--- src/rtl/park_slot_allocator_pkg.sv ---
// rtl/park_slot_allocator_pkg.sv - shared defaults, state encoding and index helper for the slot allocator
package park_slot_allocator_pkg;

  localparam int N_SLOTS_DEF = 8;
  localparam int CNT_W_DEF   = 4;

  // Bitmap polarity: bit i = 1 means slot i is occupied.
  typedef enum logic [1:0] {
    IDLE  = 2'd0,
    SCAN  = 2'd1,
    GRANT = 2'd2
  } state_e;

  function automatic int unsigned wrap_next(input int unsigned idx, input int unsigned n);
    return (idx == n - 1) ? 0 : idx + 1;
  endfunction

endpackage

--- src/rtl/park_slot_allocator_if.sv ---
// rtl/park_slot_allocator_if.sv - arrival, grant and departure handshakes of the slot allocator
interface park_slot_allocator_if #(
  parameter int N_SLOTS = 8
);

  logic               arrive_valid;
  logic               arrive_ready;
  logic               grant_valid;
  logic               grant_ready;
  logic [N_SLOTS-1:0] park_location;
  logic [N_SLOTS-1:0] new_capacity;
  logic               depart_valid;
  logic [N_SLOTS-1:0] depart_location;

  modport master (
    output arrive_valid,
    input  arrive_ready,
    input  grant_valid,
    output grant_ready,
    input  park_location,
    output new_capacity,
    output depart_valid,
    output depart_location
  );

  modport slave (
    input  arrive_valid,
    output arrive_ready,
    output grant_valid,
    input  grant_ready,
    output park_location,
    input  new_capacity,
    input  depart_valid,
    input  depart_location
  );

endinterface

--- src/rtl/park_slot_allocator_slot_popcount.sv ---
// rtl/park_slot_allocator_slot_popcount.sv - combinational count of occupied slots
module slot_popcount #(
  parameter int N_SLOTS = 8,
  parameter int CNT_W   = 4
) (
  input  logic [N_SLOTS-1:0] bits,
  output logic [CNT_W-1:0]   count
);

  always_comb begin
    count = '0;
    for (int i = 0; i < N_SLOTS; i++) begin
      count = count + CNT_W'(bits[i]);
    end
  end

endmodule

--- src/rtl/park_slot_allocator.sv ---
// rtl/park_slot_allocator.sv - round-robin free-slot search owning the registered occupancy bitmap
module park_slot_allocator
  import park_slot_allocator_pkg::*;
#(
  parameter int N_SLOTS = N_SLOTS_DEF,
  parameter int CNT_W   = CNT_W_DEF
) (
  input  logic                 clk,
  input  logic                 rst_n,
  park_slot_allocator_if.slave bus,
  output logic [N_SLOTS-1:0]   parking_capacity,
  output logic                 reject,
  output logic                 depart_err,
  output logic                 full,
  output logic [CNT_W-1:0]     free_count
);

  localparam int IDX_W = (N_SLOTS > 1) ? $clog2(N_SLOTS) : 1;

  state_e             state_q;
  state_e             state_d;
  logic [IDX_W-1:0]   idx_q;
  logic [IDX_W-1:0]   ptr_q;
  logic [IDX_W-1:0]   idx_next;
  logic [N_SLOTS-1:0] cap_q;
  logic [N_SLOTS-1:0] cap_d;
  logic [CNT_W-1:0]   occupied;
  logic               reject_q;
  logic               depart_err_q;
  logic               accept;
  logic               commit;
  logic               dep_ok;
  logic               slot_free;

  assign accept    = bus.arrive_valid && bus.arrive_ready;
  assign commit    = bus.grant_valid && bus.grant_ready;
  assign slot_free = !cap_q[idx_q];
  assign idx_next  = IDX_W'(wrap_next(32'(idx_q), N_SLOTS));
  // A departure only counts when it names exactly one slot that is currently occupied.
  assign dep_ok    = bus.depart_valid && $onehot(bus.depart_location)
                     && (|(bus.depart_location & cap_q));

  always_ff @(posedge clk) begin
    if (!rst_n) begin
      state_q <= IDLE;
    end else begin
      state_q <= state_d;
    end
  end

  always_comb begin
    state_d = state_q;
    case (state_q)
      IDLE:    if (accept && !full) state_d = SCAN;
      SCAN:    if (slot_free) state_d = GRANT;
      GRANT:   if (bus.grant_ready) state_d = IDLE;
      default: state_d = IDLE;
    endcase
  end

  always_comb begin
    bus.arrive_ready  = 1'b0;
    bus.grant_valid   = 1'b0;
    bus.park_location = '0;
    case (state_q)
      IDLE:  bus.arrive_ready = 1'b1;
      GRANT: begin
        bus.grant_valid   = 1'b1;
        bus.park_location = {{(N_SLOTS-1){1'b0}}, 1'b1} << idx_q;
      end
      default: ;
    endcase
  end

  // Departure clears are applied on top of a same-cycle commit.
  always_comb begin
    cap_d = commit ? bus.new_capacity : cap_q;
    if (dep_ok) begin
      cap_d = cap_d & ~bus.depart_location;
    end
  end

  always_ff @(posedge clk) begin
    if (!rst_n) begin
      cap_q        <= '0;
      ptr_q        <= '0;
      idx_q        <= '0;
      reject_q     <= 1'b0;
      depart_err_q <= 1'b0;
    end else begin
      cap_q        <= cap_d;
      reject_q     <= accept && full;
      depart_err_q <= bus.depart_valid && !dep_ok;
      if (accept && !full) begin
        idx_q <= ptr_q;
      end else if (state_q == SCAN && !slot_free) begin
        idx_q <= idx_next;
      end
      if (commit) begin
        ptr_q <= idx_next;
      end
    end
  end

  slot_popcount #(
    .N_SLOTS (N_SLOTS),
    .CNT_W   (CNT_W)
  ) u_popcount (
    .bits  (cap_q),
    .count (occupied)
  );

  assign parking_capacity = cap_q;
  assign full             = &cap_q;
  assign free_count       = CNT_W'(N_SLOTS) - occupied;
  assign reject           = reject_q;
  assign depart_err       = depart_err_q;

endmodule

--- src/flat_wrapper.sv ---
// flat-port wrapper written by rule: the top's interface ports become plain ports
module park_slot_allocator_flat import park_slot_allocator_pkg::*;
#(
  parameter int N_SLOTS = N_SLOTS_DEF,
  parameter int CNT_W   = CNT_W_DEF
)
  (clk, rst_n, parking_capacity, reject, depart_err, full, free_count, bus_arrive_valid, bus_arrive_ready, bus_grant_valid, bus_grant_ready, bus_park_location, bus_new_capacity, bus_depart_valid, bus_depart_location);
  park_slot_allocator_if #(.N_SLOTS(N_SLOTS)) bus_i ();
  input  logic clk;
  input  logic rst_n;
  output logic [N_SLOTS-1:0] parking_capacity;
  output logic reject;
  output logic depart_err;
  output logic full;
  output logic [CNT_W-1:0] free_count;
  input wire logic [$bits(bus_i.arrive_valid)-1:0] bus_arrive_valid;
  output wire logic [$bits(bus_i.arrive_ready)-1:0] bus_arrive_ready;
  output wire logic [$bits(bus_i.grant_valid)-1:0] bus_grant_valid;
  input wire logic [$bits(bus_i.grant_ready)-1:0] bus_grant_ready;
  output wire logic [$bits(bus_i.park_location)-1:0] bus_park_location;
  input wire logic [$bits(bus_i.new_capacity)-1:0] bus_new_capacity;
  input wire logic [$bits(bus_i.depart_valid)-1:0] bus_depart_valid;
  input wire logic [$bits(bus_i.depart_location)-1:0] bus_depart_location;
  assign bus_i.arrive_valid = bus_arrive_valid;
  assign bus_arrive_ready = bus_i.arrive_ready;
  assign bus_grant_valid = bus_i.grant_valid;
  assign bus_i.grant_ready = bus_grant_ready;
  assign bus_park_location = bus_i.park_location;
  assign bus_i.new_capacity = bus_new_capacity;
  assign bus_i.depart_valid = bus_depart_valid;
  assign bus_i.depart_location = bus_depart_location;
  park_slot_allocator #(.N_SLOTS(N_SLOTS), .CNT_W(CNT_W)) u_core (.clk(clk), .rst_n(rst_n), .bus(bus_i), .parking_capacity(parking_capacity), .reject(reject), .depart_err(depart_err), .full(full), .free_count(free_count));
endmodule
--- config.mk ---
export PLATFORM = sky130hd
export DESIGN_NAME = park_slot_allocator_flat
export DESIGN_NICKNAME = d
export VERILOG_FILES = /design/src/rtl/park_slot_allocator_pkg.sv /design/src/rtl/park_slot_allocator_if.sv /design/src/rtl/park_slot_allocator_slot_popcount.sv /design/src/rtl/park_slot_allocator.sv /design/src/flat_wrapper.sv
export SDC_FILE = /design/constraint.sdc
export NUM_CORES = 1
export LEC_CHECK = 0
export ABC_AREA = 1
export BUFFER_PORTS_ARGS = -buffer_cell sky130_fd_sc_hd__buf_4
export CAP_MARGIN = 20
export CORE_ASPECT_RATIO = 1.25
export CORE_MARGIN = 5
export CORE_UTILIZATION = 38
export CTS_BUF_LIST = sky130_fd_sc_hd__clkbuf_8
export DETAILED_ROUTE_END_ITERATION = 6
export PLACE_DENSITY = 0.62
export SKIP_CTS_REPAIR_TIMING = 1
export SLEW_MARGIN = 20
export SYNTH_ARGS = -nofsm -noshare
export SYNTH_HDL_FRONTEND = slang
export SYNTH_HIERARCHICAL = 1
export SYNTH_SLANG_ARGS = --single-unit
--- constraint.sdc ---
create_clock -name clk -period 3.6 [get_ports clk]
set_clock_uncertainty 0.2 [all_clocks]
set_input_delay 0.18 -clock clk [delete_from_list [all_inputs] [get_ports clk]]
set_output_delay 0.18 -clock clk [all_outputs]
set_load 0.05 [all_outputs]
== Yosys cells after proc, flatten, opt, wreduce, memory -nomap -nowiden ==
Cells that the tools add are included.
W data, S select, Z words.
Storage, ports and cells
  register bits after elaboration: 18
  input port bits: 21
Operators by class
  magnitude comparators: 1
  equality and inequality tests: 7
  bitwise gates (word level): 3
  muxes and demuxes: 14
  reduce and logical (&&, ||, !) cells: 15
  add/sub/neg operators: 16
  shift-type cells: 1
Operators with widths (count)
  $mux W8: 3
  $add A4 B1 Y4: 4
  $and A8 B8 Y8: 2
  $add A4 B4 Y4: 3
  $add A1 B1 Y2: 5
  $mux W3: 3
  $logic_and A1 B1 Y1: 8
  $not A8 Y8: 1
  $reduce_and A8 Y1: 1
  $reduce_or A8 Y1: 1
  $shl A1 B3 Y8 const A: 1
  $mux W2: 3
  $pmux W2 S3: 1
  $add A3 B1 Y4: 1
  $eq A4 B1 Y1 const B: 1
  $lt A3 B4 Y1 const B: 1
  $ne A2 B2 Y1 const B: 2
  $sub A4 B4 Y4 const A: 1
  $add A2 B1 Y3: 1
  $add A3 B1 Y3 const B: 1
  $bmux W1 S3: 1
  $eq A3 B3 Y1 const B: 1
  $mux W1: 3
  $reduce_and A3 Y1: 1
  6 further kinds: 7

== Logic depth before layout (Yosys ltp) ==
  word-level depth: 8
  mapped depth: 16
  mapped depth without buffers: 16

== Cells and area by module ==
The synthesis kept the hierarchy.
By module, submodules not included
  park_slot_allocator: area each 1460.2 um^2, cells an instance 208, times used 1
  slot_popcount: area each 201.4 um^2, cells an instance 29, times used 1

== Worst setup path after synthesis ==
Ideal clock, no wire load.
  path type: register to output
  from: register u_core.cap_q[0] (netlist: u_core/parking_capacity[0])
  to: output free_count[2]
  setup slack: -0.786 ns
  path buffers: 0
  arrival: 4.006 ns
  cell stages (with the launch flop): 13
  path through: dfxtp_1 inv_1 fa_1 fa_1 fa_1 inv_1 ha_1 inv_1 fa_1 inv_1 inv_1 ha_1 xnor2_1
Between the ends
  word-level cells in the longest chain between the ends: 8
RTL lines
  start: declaration: RTL line park_slot_allocator.sv:25  | logic [N_SLOTS-1:0] cap_q;
  start signal: assignment: RTL line park_slot_allocator.sv:91  | cap_q <= cap_d;
  $add A1 B1 Y2: RTL line park_slot_allocator_slot_popcount.sv:13  | count = count + CNT_W'(bits[i]);
  $add A2 B1 Y3: RTL line park_slot_allocator_slot_popcount.sv:13
  $add A3 B1 Y4: RTL line park_slot_allocator_slot_popcount.sv:13
  $add A4 B1 Y4 (4 in series): RTL line park_slot_allocator_slot_popcount.sv:13
  named net u_core.occupied[1]: RTL line park_slot_allocator.sv:27  | logic [CNT_W-1:0] occupied;
  $sub A4 B4 Y4: RTL line park_slot_allocator.sv:115  | assign free_count = CNT_W'(N_SLOTS) - occupied;
  end: declaration: RTL line flat_wrapper.sv:15  | output logic [CNT_W-1:0] free_count;
The timed path passes the listed nets, and every way through them passes these cells.

== Worst setup path in the final report ==
  from: register u_core.cap_q[0] (netlist: u_core/parking_capacity[0])
  to: output free_count[3]
The elaborated chain is that of the path after synthesis.

==> metrics.yaml <==
path_cells: "inv_2 -> fa_1 -> fa_1 -> fa_1 -> inv_2 -> ha_4 -> inv_2 -> fa_2 -> inv_2 -> nor3_4 -> xor2_4 -> buf_6"
drv_cap: 0
power.density_mw_per_mm2: 667
crit_path_end_kind: "output port"
row_count: 27
finalCriticalPeriod_ps: 3870
fin_cells: 353
holdCritPathClass: "in2reg"
vias: 1612
die-area_mm2: 0.00580
start_kind: "register"
netlist_area_mm2: 0.00166
crit_arrival_ps: 3490
ant_nets: 0
ys_seq_area_share_pct: 21.7
grt_usage_pct: 14.8
grt_pass1_vias: 1568
async_flop_share_pct: 0
clk_pin_slew_worst_paths_ps: 70
antenna_found_initial: 0
finalSetupViolCount: 3
fin_crit_sh_pct: 107
htreeDepth: 1
drt-initial-drc-count: 65
drcViolationCount: 0
fmax_mhz: 259
ys_ff_latch: 18
fp.dieH_um: 83.9
grt_start_max_net_pins: 22
vias_per_cell: 4.57
cp_max_fo: 2
slew_headroom_pct: 62.6
ys_types: 32
fill_cells: 440
cts_root_buf: "clkbuf_8"
critPathTopFamily: "adder cells"
synth-main-ff-cell: "dfxtp_1"
die_x_um: 69.1
path_buf_inv: 5
power.leakage_nw: 1.17
syn_avg_cell_area_um2: 7.01
cts_sinks: 18
tightest_slew_ps: 560
io_buffers: 45
grt_overflow_total: 0
cp_common_cell: "inv_2"
grt_setup_unrepaired: "true"
synth_edf_count: 0
drive_above_1_share_pct: 29.5
criticalPathCategory: "reg2out"
clk_path_buf_depth: 2
status: "complete, but fails checks"
dp_cells: 340
nets: 338
slowest_stage: "fa_2"
routed_wl_mm: 4.22
critPathMaxStageDelay_ps: 560
timing.final.hold_violations: 1
final_cell_area_mm2: 0.00231
p_total_mw: 1.54
gp_congestion: 0.800
synth_cells: 237
cts_tree: "done"
syn2layout_area_growth_pct: 39.2
yosysWarnings: 6
worst-endpoint-required_ps: 3220
dpl.hpwl_mm: 3.30
firstDrtPassIters: 4
grt_pass1_wl_mm: 7.00
finalMaxSlewViolations: 0
dpl-instance-area_mm2: 0.00213
ios: 46
fin_util_pct: 53.5
violations: "negative hold slack, negative setup slack"
whs_ps: -34.0
start_util_pct: 38.4
cts_buffers: 3
diodes: 0
syn_nets: 279
wl_per_cell_um: 12.0
ir_drop_mv: 0.356
worstSkewPairLatency_ps: 250
core_area_mm2: 0.00432
fin_setup_tns_ps: -629
timing.final.ws_setup_ps: -266
Yosys cell counts, types with 3 or more instances:
cell type  count  area [µm²]
inv_2          3        11.3
a211oi_1       4        30.0
a21oi_1        8        40.0
o22ai_1        3        18.8
nand2_1       47         176
nand2_4        3        33.8
fa_1           8         160
nand3_1       13        65.1
buf_6          3        33.8
ha_1          13         163
inv_1         59         221
nor2_1        23        86.3
a211oi_2       4        50.1
nor3_1         8        40.0
dfxtp_1       18         360
sequential cells by signal, indices dropped and copies added, names as in the netlist:
register                 count
u_core/state_q               2
u_core/idx_q                 3
u_core/parking_capacity      8
u_core/depart_err            1
u_core/reject                1
u_core/ptr_q                 3
placed cells by master (no fill, tap or decap), types with 3 or more instances in the layout:
cell type      count
inv_2              7
nand3_1           13
ha_1              11
inv_1             55
clkbuf_8           4
nor2_1            23
buf_4             46
nand2_1           46
nor3_1             7
dfxtp_4            3
a211oi_1           4
dlygate4sd3_1      9
nand2_2            3
dfxtp_1           15
a21oi_1            8
fa_1               7
o22ai_1            3
a211oi_2           4
nand2_4            3
cell families after synthesis:
| logic type | Yosys count | synth area share (%) |
|---|---|---|
| DFF | 18 | 21.7 |
| and+or+nand+nor | 104 | 29.4 |
| adders and majority gates | 21 | 19.4 |
| buffers and inverters | 68 | 17.8 |
| AOI/OAI and AO/OA | 24 | 10.7 |
| xor gates and xnor gates | 2 | 1.05 |
worst paths after layout:
kind / startpoint / end / slack, ps / cells past startpoint
worst min-delay path: bus_depart_location[5] / u_core/parking_capacity[5] / -30 / 4
worst max register to register: u_core/idx_q[0] / u_core/idx_q[1] / 1980 / 7
worst max-delay path: u_core/parking_capacity[0] / free_count[3] / -270 / 12
worst min register to register: u_core/ptr_q[2] / u_core/ptr_q[2] / 250 / 2
layout make-up:
cell class	count	area [µm²]	share of cell area (%)
clock buffer	4	55.1	2.38
inverter	64	256	11.1
multi-input combinational	151	1080	46.9
sequential	18	372	16.1
tap	58	72.6	3.14
timing repair buffer	58	473	20.4
through the flow:
step	setup slack, ps	hold slack (ps)
after floorplan	-98.5	99.2
after global placement	-21.8	231
after detailed placement	-49.1	231
after CTS	-341	-43.7
after global routing	-373	4.16
final	-266	-34.0
routing by layer:
metal  track usage (%)  up-vias  share of wire [%]
met5                 0        -                  0
met4              3.73        0               0.73
met3              3.37        4                4.8
met1              17.0      728                 41
li1                  -      837                  -
met2              27.4       43                 54
worst min-delay path, stage by stage:
cell	delay, ps
buf_4	80
nand2_1	40
nand2_1	50
inv_1	30
power by group:
group / internal, mW / leakage [nW] / switching (mW) / total (mW)
combinational: 0.438 / 0.996 / 0.669 / 1.11
clock: 0.0972 / 0.0288 / 0.0705 / 0.168
sequential: 0.232 / 0.149 / 0.0363 / 0.269
total: 0.768 / 1.17 / 0.776 / 1.54
No activity file was read; power rests on OpenSTA's default activity.
